File: src/rtl/fft_transpose_buffer.sv
// ---------------------------------------------------------------------------
// fft_transpose_buffer
//
// Ping-pong corner-turn buffer between the two radix-4 butterfly stages of a
// 16-point FFT. Stage 1 writes four 4-lane words (w0..w3) into one bank. The
// other bank is drained one lane index at a time. Output beat k therefore
// carries {w3[k], w2[k], w1[k], w0[k]}. A third bank is not needed, because
// one bank can fill while the other drains.
//
// Parameters
//   CW          width of one real or imaginary component (Q8.8, 2's complement)
//
// Ports
//   clk         single clock, rising edge
//   rst         asynchronous, active-high reset
//   in_valid    a stage-1 word is present on data_in
//   in_ready    the buffer can take data_in this cycle (registered decode)
//   data_in     four complex lanes; lane i at [2*CW*i +: 2*CW], {Re, Im}
//   out_valid   a transposed word is present on data_out
//   out_ready   the downstream butterfly consumes data_out this cycle
//   data_out    transposed word, same lane layout as data_in
//   rotation    twiddle select {1'b1, beat index}, meaningful with out_valid
//   frame_done  one-cycle pulse after the last beat of a frame is consumed
// ---------------------------------------------------------------------------
module fft_transpose_buffer #(
    parameter int CW = 17
) (
    input  logic            clk,
    input  logic            rst,
    input  logic            in_valid,
    output logic            in_ready,
    input  logic [8*CW-1:0] data_in,
    output logic            out_valid,
    input  logic            out_ready,
    output logic [8*CW-1:0] data_out,
    output logic [2:0]      rotation,
    output logic            frame_done
);

    localparam int LW = 2 * CW;

    // Bank storage. It is not reset: contents only matter behind full[].
    logic [8*CW-1:0] bank_mem [2][4];

    logic       wr_bank;
    logic       rd_bank;
    logic [1:0] wr_cnt;
    logic [1:0] rd_cnt;
    logic [1:0] full;
    logic [1:0] full_nxt;

    logic wr_en;
    logic rd_en;
    logic wr_last;
    logic rd_last;

    // Both handshakes decode from registers only. No combinational path
    // runs from out_ready to in_ready.
    assign in_ready  = ~full[wr_bank];
    assign out_valid = full[rd_bank];
    assign rotation  = {1'b1, rd_cnt};

    assign wr_en   = in_valid & in_ready;
    assign rd_en   = out_valid & out_ready;
    assign wr_last = wr_en & (wr_cnt == 2'd3);
    assign rd_last = rd_en & (rd_cnt == 2'd3);

    // A write needs !full and a read needs full. The two updates can
    // therefore never target the same bit in one cycle.
    always_comb begin
        full_nxt = full;
        if (wr_last) begin
            full_nxt[wr_bank] = 1'b1;
        end
        if (rd_last) begin
            full_nxt[rd_bank] = 1'b0;
        end
    end

    always_ff @(posedge clk or posedge rst) begin
        if (rst) begin
            wr_bank    <= 1'b0;
            rd_bank    <= 1'b0;
            wr_cnt     <= 2'd0;
            rd_cnt     <= 2'd0;
            full       <= 2'b00;
            frame_done <= 1'b0;
        end else begin
            full       <= full_nxt;
            frame_done <= rd_last;
            if (wr_en) begin
                wr_cnt <= wr_cnt + 2'd1;
                if (wr_cnt == 2'd3) begin
                    wr_bank <= ~wr_bank;
                end
            end
            if (rd_en) begin
                rd_cnt <= rd_cnt + 2'd1;
                if (rd_cnt == 2'd3) begin
                    rd_bank <= ~rd_bank;
                end
            end
        end
    end

    always_ff @(posedge clk) begin
        if (wr_en) begin
            bank_mem[wr_bank][wr_cnt] <= data_in;
        end
    end

    // Corner turn: output lane j is lane rd_cnt of entry w[j] in the read bank.
    always_comb begin
        logic [8*CW-1:0] entry;
        data_out = '0;
        entry    = '0;
        for (int j = 0; j < 4; j++) begin
            entry = bank_mem[rd_bank][j];
            data_out[j*LW +: LW] = entry[int'(rd_cnt)*LW +: LW];
        end
    end

endmodule

File: config.mk
export PLATFORM = sky130hd
export DESIGN_NAME = fft_transpose_buffer
export DESIGN_NICKNAME = d
export VERILOG_FILES = /design/src/rtl/fft_transpose_buffer.sv
export SDC_FILE = /design/constraint.sdc
export NUM_CORES = 1
export LEC_CHECK = 0
export CAP_MARGIN = 30
export CELL_PAD_IN_SITES_DETAIL_PLACEMENT = 1
export CELL_PAD_IN_SITES_GLOBAL_PLACEMENT = 1
export CORE_MARGIN = 3
export CORE_UTILIZATION = 57
export CTS_CLUSTER_DIAMETER = 200
export DETAILED_ROUTE_END_ITERATION = 8
export HOLD_SLACK_MARGIN = 0.12
export PLACE_DENSITY = 0.88
export SYNTH_ARGS = -nofsm -noshare
export SYNTH_HDL_FRONTEND = slang
export SYNTH_SLANG_ARGS = --single-unit
export TNS_END_PERCENT = 10
File: constraint.sdc
create_clock -name clk -period 16.1 [get_ports clk]
set_input_delay 1.61 -clock clk [delete_from_list [all_inputs] [get_ports clk]]
set_output_delay 1.61 -clock clk [all_outputs]
set_load 0.05 [all_outputs]
# == Yosys cells after proc, flatten, opt, wreduce, memory -nomap -nowiden ==
# Memories as Yosys holds them, arrays and structs flattened.
# Cells that the tools add are included.
# totals
register_bits,9
inputBits,140
n_memories,1
out_inout_bits,142
mem_bits_rw,1088
# op_classes
n_lt_le_gt_ge,6
n_mul,1
reduce_logical,5
add_sub_neg,2
n_shift,4
bitwise_logic,11
n_eq_ne,2
muxes,14
# memory_table
memory,depth,word_bits,read_ports,rd_clocked_by_memory_dff,wr,line_no,text
bank_mem,2,544,1,0,1,43,logic [8*CW-1:0] bank_mem [2][4];
# ops
operator,count
two-way mux 544 bit,1
indexed part select 136 x 32 -> 34 bit,3
demux 136 bit (select 2 bit),1
two-way mux 136 bit,1
indexed part select 136 x 9 -> 34 bit,1
multiplier 2 x 5 -> 7 bit (second input constant),1
two-way mux 1 bit,7
adder 2 x 1 -> 2 bit (second input constant),2
bitwise AND 1 bit,4
equality test 2 bit (second input constant),2
< comparator 1 x 2 -> 1 bit (second input constant),2
two-way mux 2 bit,2
AND reduction 2 bit,2
>= comparator 3 bit (second input constant),1
logical AND 1 bit,3
< comparator 3 x 1 -> 1 bit (second input constant),1
NOT 1 bit,3
NOT 2 -> 3 bit,1
bitwise AND 2 bit,1
demux 1 bit (select 1 bit),2
>= comparator 1 bit (second input constant),2
NOT 2 bit,1
OR 2 bit,1

# == Logic depth before layout (Yosys ltp) ==
# depth
ltp_word,8
ltp_mapped,5
depth_no_buf,4

# == Least setup slack after synthesis ==
# OpenSTA, ideal clock, no wires.
# synth_timing
kind,input-to-reg
startpoint,in in_valid
endpoint,"mem bank_mem[0][136] (netlist bit), enable pin"
n_path_buf,0
required_time_ns,15.303
arrival_time_ns,10.831
cell_stages,2
setup_slack_ns,4.472
cell_sequence,nand2_1 > nor3_1
# synth_via
elab_chain_len,3
# synth_lines
item,line_no,text
"start, declared",30,"input logic in_valid,"
bitwise AND 1 bit,63,assign wr_en = in_valid & in_ready;
two-way mux 1 bit,107,if (wr_en) begin
two-way mux 544 bit (implied by the code),108,bank_mem[wr_bank][wr_cnt] <= data_in;
"end, declared",43,
# Every way passes these cells.

# == Worst setup path after layout ==
# layout_timing
startpoint,reg rd_bank
endpoint,out data_out[79]
# layout_via
elab_chain_len,2
# layout_lines
item,line_no,text
"start, declared",46,logic rd_bank;
"start signal, assigned",100,rd_bank <= ~rd_bank;
memory (2 x 544 bit),--,
indexed part select 136 x 32 -> 34 bit,119,data_out[j*LW +: LW] = entry[int'(rd_cnt)*LW +: LW];
"end, declared",35,"output logic [8*CW-1:0] data_out,"
# Every way passes these cells.

==> reports/metrics.csv <==
metric,value,unit
num_vias,18900,
drc_errors,0,
crit-reg2reg-launch,wr_bank$_DFFE_PP0N_,
rr_worst_depth,5,
grt_max_degree,88,
post_cts_buffers,0,
hold_depth,1,
nFillCells,5449,
yosys.area.top_type_share,78.5,%
ys_ff_latch,1097,
finalHoldViolCount,0,
postCtsHoldBufs,0,
syn_area,41600,µm²
clkTransAtPathRegs,0.07,ns
grt_pass1_vias,20500,
root_buffer,clkbuf_16,
clock-sinks,1097,
r2r-end,bank_mem[1][319]$_DFFE_PP_,
drt-initial-drc-count,1929,
io_pins,282,
crit_path_end_kind,primary output,
synth-async-reset-ratio,0.820,%
final_util,68.2,%
h-tree-depth,3,
die_area,76300,µm²
rows,98,
worstMarginPinSlew,0.988,ns
die_w,276,µm
port_buffers,280,
syn_inst,1623,
drive_above_1_share,25.6,%
avgSynthCellArea,25.6,µm²
fin_skew,0.0233,ns
synth_top_cell_by_area,edfxtp_1,
synth.area.top_cells,"edfxtp_1 79%, mux4_2 11%, mux4_1 4.8%",
period_needed,6.69,ns
yosysWarnings,0,
grt_use_total,25.6,%
cts_tree,yes,
start_util,57.9,%
hold-path-endpoint,wr_cnt[1]$_DFFE_PP0N_,
fmax,0.149,GHz
final_cell_mix,"1088 x edfxtp_1, 280 x clkdlybuf4s50_1, 196 x mux4_2",
hold_class,flop to flop,
overflow,0,
power.density,198,nW/µm²
antenna_found_initial,13,
status,"finished, final reports clean",
yosysSeqAreaShare,79.0,%
synthToLayoutAreaGrowth,17.7,%
reg2reg_setup_slack,12.55,ns
final_area,49000,µm²
final_common_cell,edfxtp_1,
cp.arrival,5.08,ns
hold_path.startpoint,wr_cnt[1]$_DFFE_PP0N_,
vdd_drop_max,0.159,mV
synth_edf_count,1088,
core,71900,µm²
period_share,41.6,%
ant_nets,0,
wirelength,97300,µm
pre_cts_slack,9.24,ns
p_leak,15.7,nW
synthDistinctLibCells,27,
hpwl,54900,µm
final_net_count,2120,
die_y,276,µm
place_area,45500,µm²
cts_resized,0,
critPathLaunchType,flop,
fin_ws,9.41,ns
grt_first_pass_wirelength,144000,µm
place.gp.congestion,0.744,
max_slew_margin,34.2,%
via_per_inst,6.23,
clock_latency,0.66,ns
dr.pass1.iters,5,
numCtsBuffers,107,
path_class,flop to primary output,
fin_tns_setup,0,ns
clk_path_buf_depth,3,
setup_viol,0,
rsz0062_at_grt,no,
crit_path_max_fanout,49,
syn_nets,1768,
cp.required,14.49,ns
drv_slew,0,
wl_per_cell,32.2,µm
synth_ff_type,edfxtp_1,
drv_cap,0,
## synthesized netlist by cell type (2+ instances only)
library cell,count
buf_1,14
buf_2,7
buf_6,24
buf_8,3
clkbuf_1,28
dfrtp_1,9
edfxtp_1,1088
ha_1,5
inv_1,4
mux2_2,139
mux4_1,76
mux4_2,196
nand2_1,9
nor2_1,4
nor3_1,3
o21ai_0,2
xnor2_1,2
## worst max-delay path: stages, from the launching register on
cell	delay [ns]
dfrtp_4	0.77
buf_4	0.56
buf_16	0.31
buf_4	0.45
buf_4	0.27
buf_16	0.33
mux4_1	0.64
mux2_2	0.32
clkdlybuf4s50_1	0.71
## layer usage
layer	vias to the layer above	GRT usage [%]	part of all wire (%)
li1	7782	-	-
met1	10100	34.2	39
met2	767	43.8	53
met3	157	4.42	6.2
met4	8	8.02	2.7
met5	-	0	0.047
## where the power goes
group / internal (W) / switching (W) / total, W / leakage (nW)
registers: 0.00347 / 0.000174 / 0.00364 / 9.95
logic: 0.00146 / 0.00219 / 0.00365 / 4.12
clock network: 0.00136 / 0.00104 / 0.00240 / 1.63
total: 0.00630 / 0.00340 / 0.00970 / 15.7
## final cells by class
cell class              instances  area [µm²]  area share, %
multi-input cells             445        8240           16.8
repair buffers                320        3270           6.68
diodes                         10        25.0         0.0511
clock inverters                61         477          0.973
clock buffers                 137        2860           5.84
well taps                     950        1190           2.43
inverters                       4        20.0         0.0409
flip-flops and latches       1097       32900           67.2
## sequential cells by signal, indices dropped and copies added, names as in the netlist
name,cells
frame_done,1
wr_cnt,2
bank_mem,1088
wr_bank,1
rd_cnt,2
rd_bank,1
full,2
## worst max path at each step
| stage | to | slack [ns] | depth (start not counted) | from |
|---|---|---|---|---|
| 2_1_floorplan | bank_mem[0][136]$_DFFE_PP_ | 4.47 | 2 | in_valid |
| 3_3_place_gp | data_out[14] | 9.16 | 6 | rd_bank$_DFFE_PP0P_ |
| 3_5_place_dp | data_out[14] | 9.24 | 7 | rd_bank$_DFFE_PP0P_ |
| 4_1_cts | data_out[79] | 8.45 | 7 | rd_bank$_DFFE_PP0P_ |
| 5_1_grt | data_out[79] | 9.06 | 8 | rd_bank$_DFFE_PP0P_ |
| 6_report | data_out[79] | 9.41 | 8 | rd_bank$_DFFE_PP0P_ |
## metrics by stage
step	std cells	power (W)	hold WS, ns
after global placement	2806	0.00718	0.523
after global routing	3020	0.0100	0.646
after detailed placement	2809	0.00731	0.575
after CTS	3007	0.00976	0.608
final	3024	0.00970	0.623
after floorplan	1623	0.00625	0.498
## logic make-up (layout without fill, tap and decap cells)
| logic type | Yosys count | count (layout) | share of synthesized area (%) |
|---|---|---|---|
| DFF | 1097 | 1097 | 79.0 |
| muxes | 412 | 412 | 19.2 |
| buffers and inverters | 81 | 522 | 1.27 |
| and+or+nand+nor | 20 | 20 | 0.210 |
| adders and majority gates | 5 | 5 | 0.150 |
| AOI/OAI and AO/OA | 5 | 5 | 0.0782 |
| xor gates and xnor gates | 2 | 2 | 0.0421 |
| other | 1 | 11 | 0.00901 |
No activity file was read; power rests on OpenSTA's default activity.
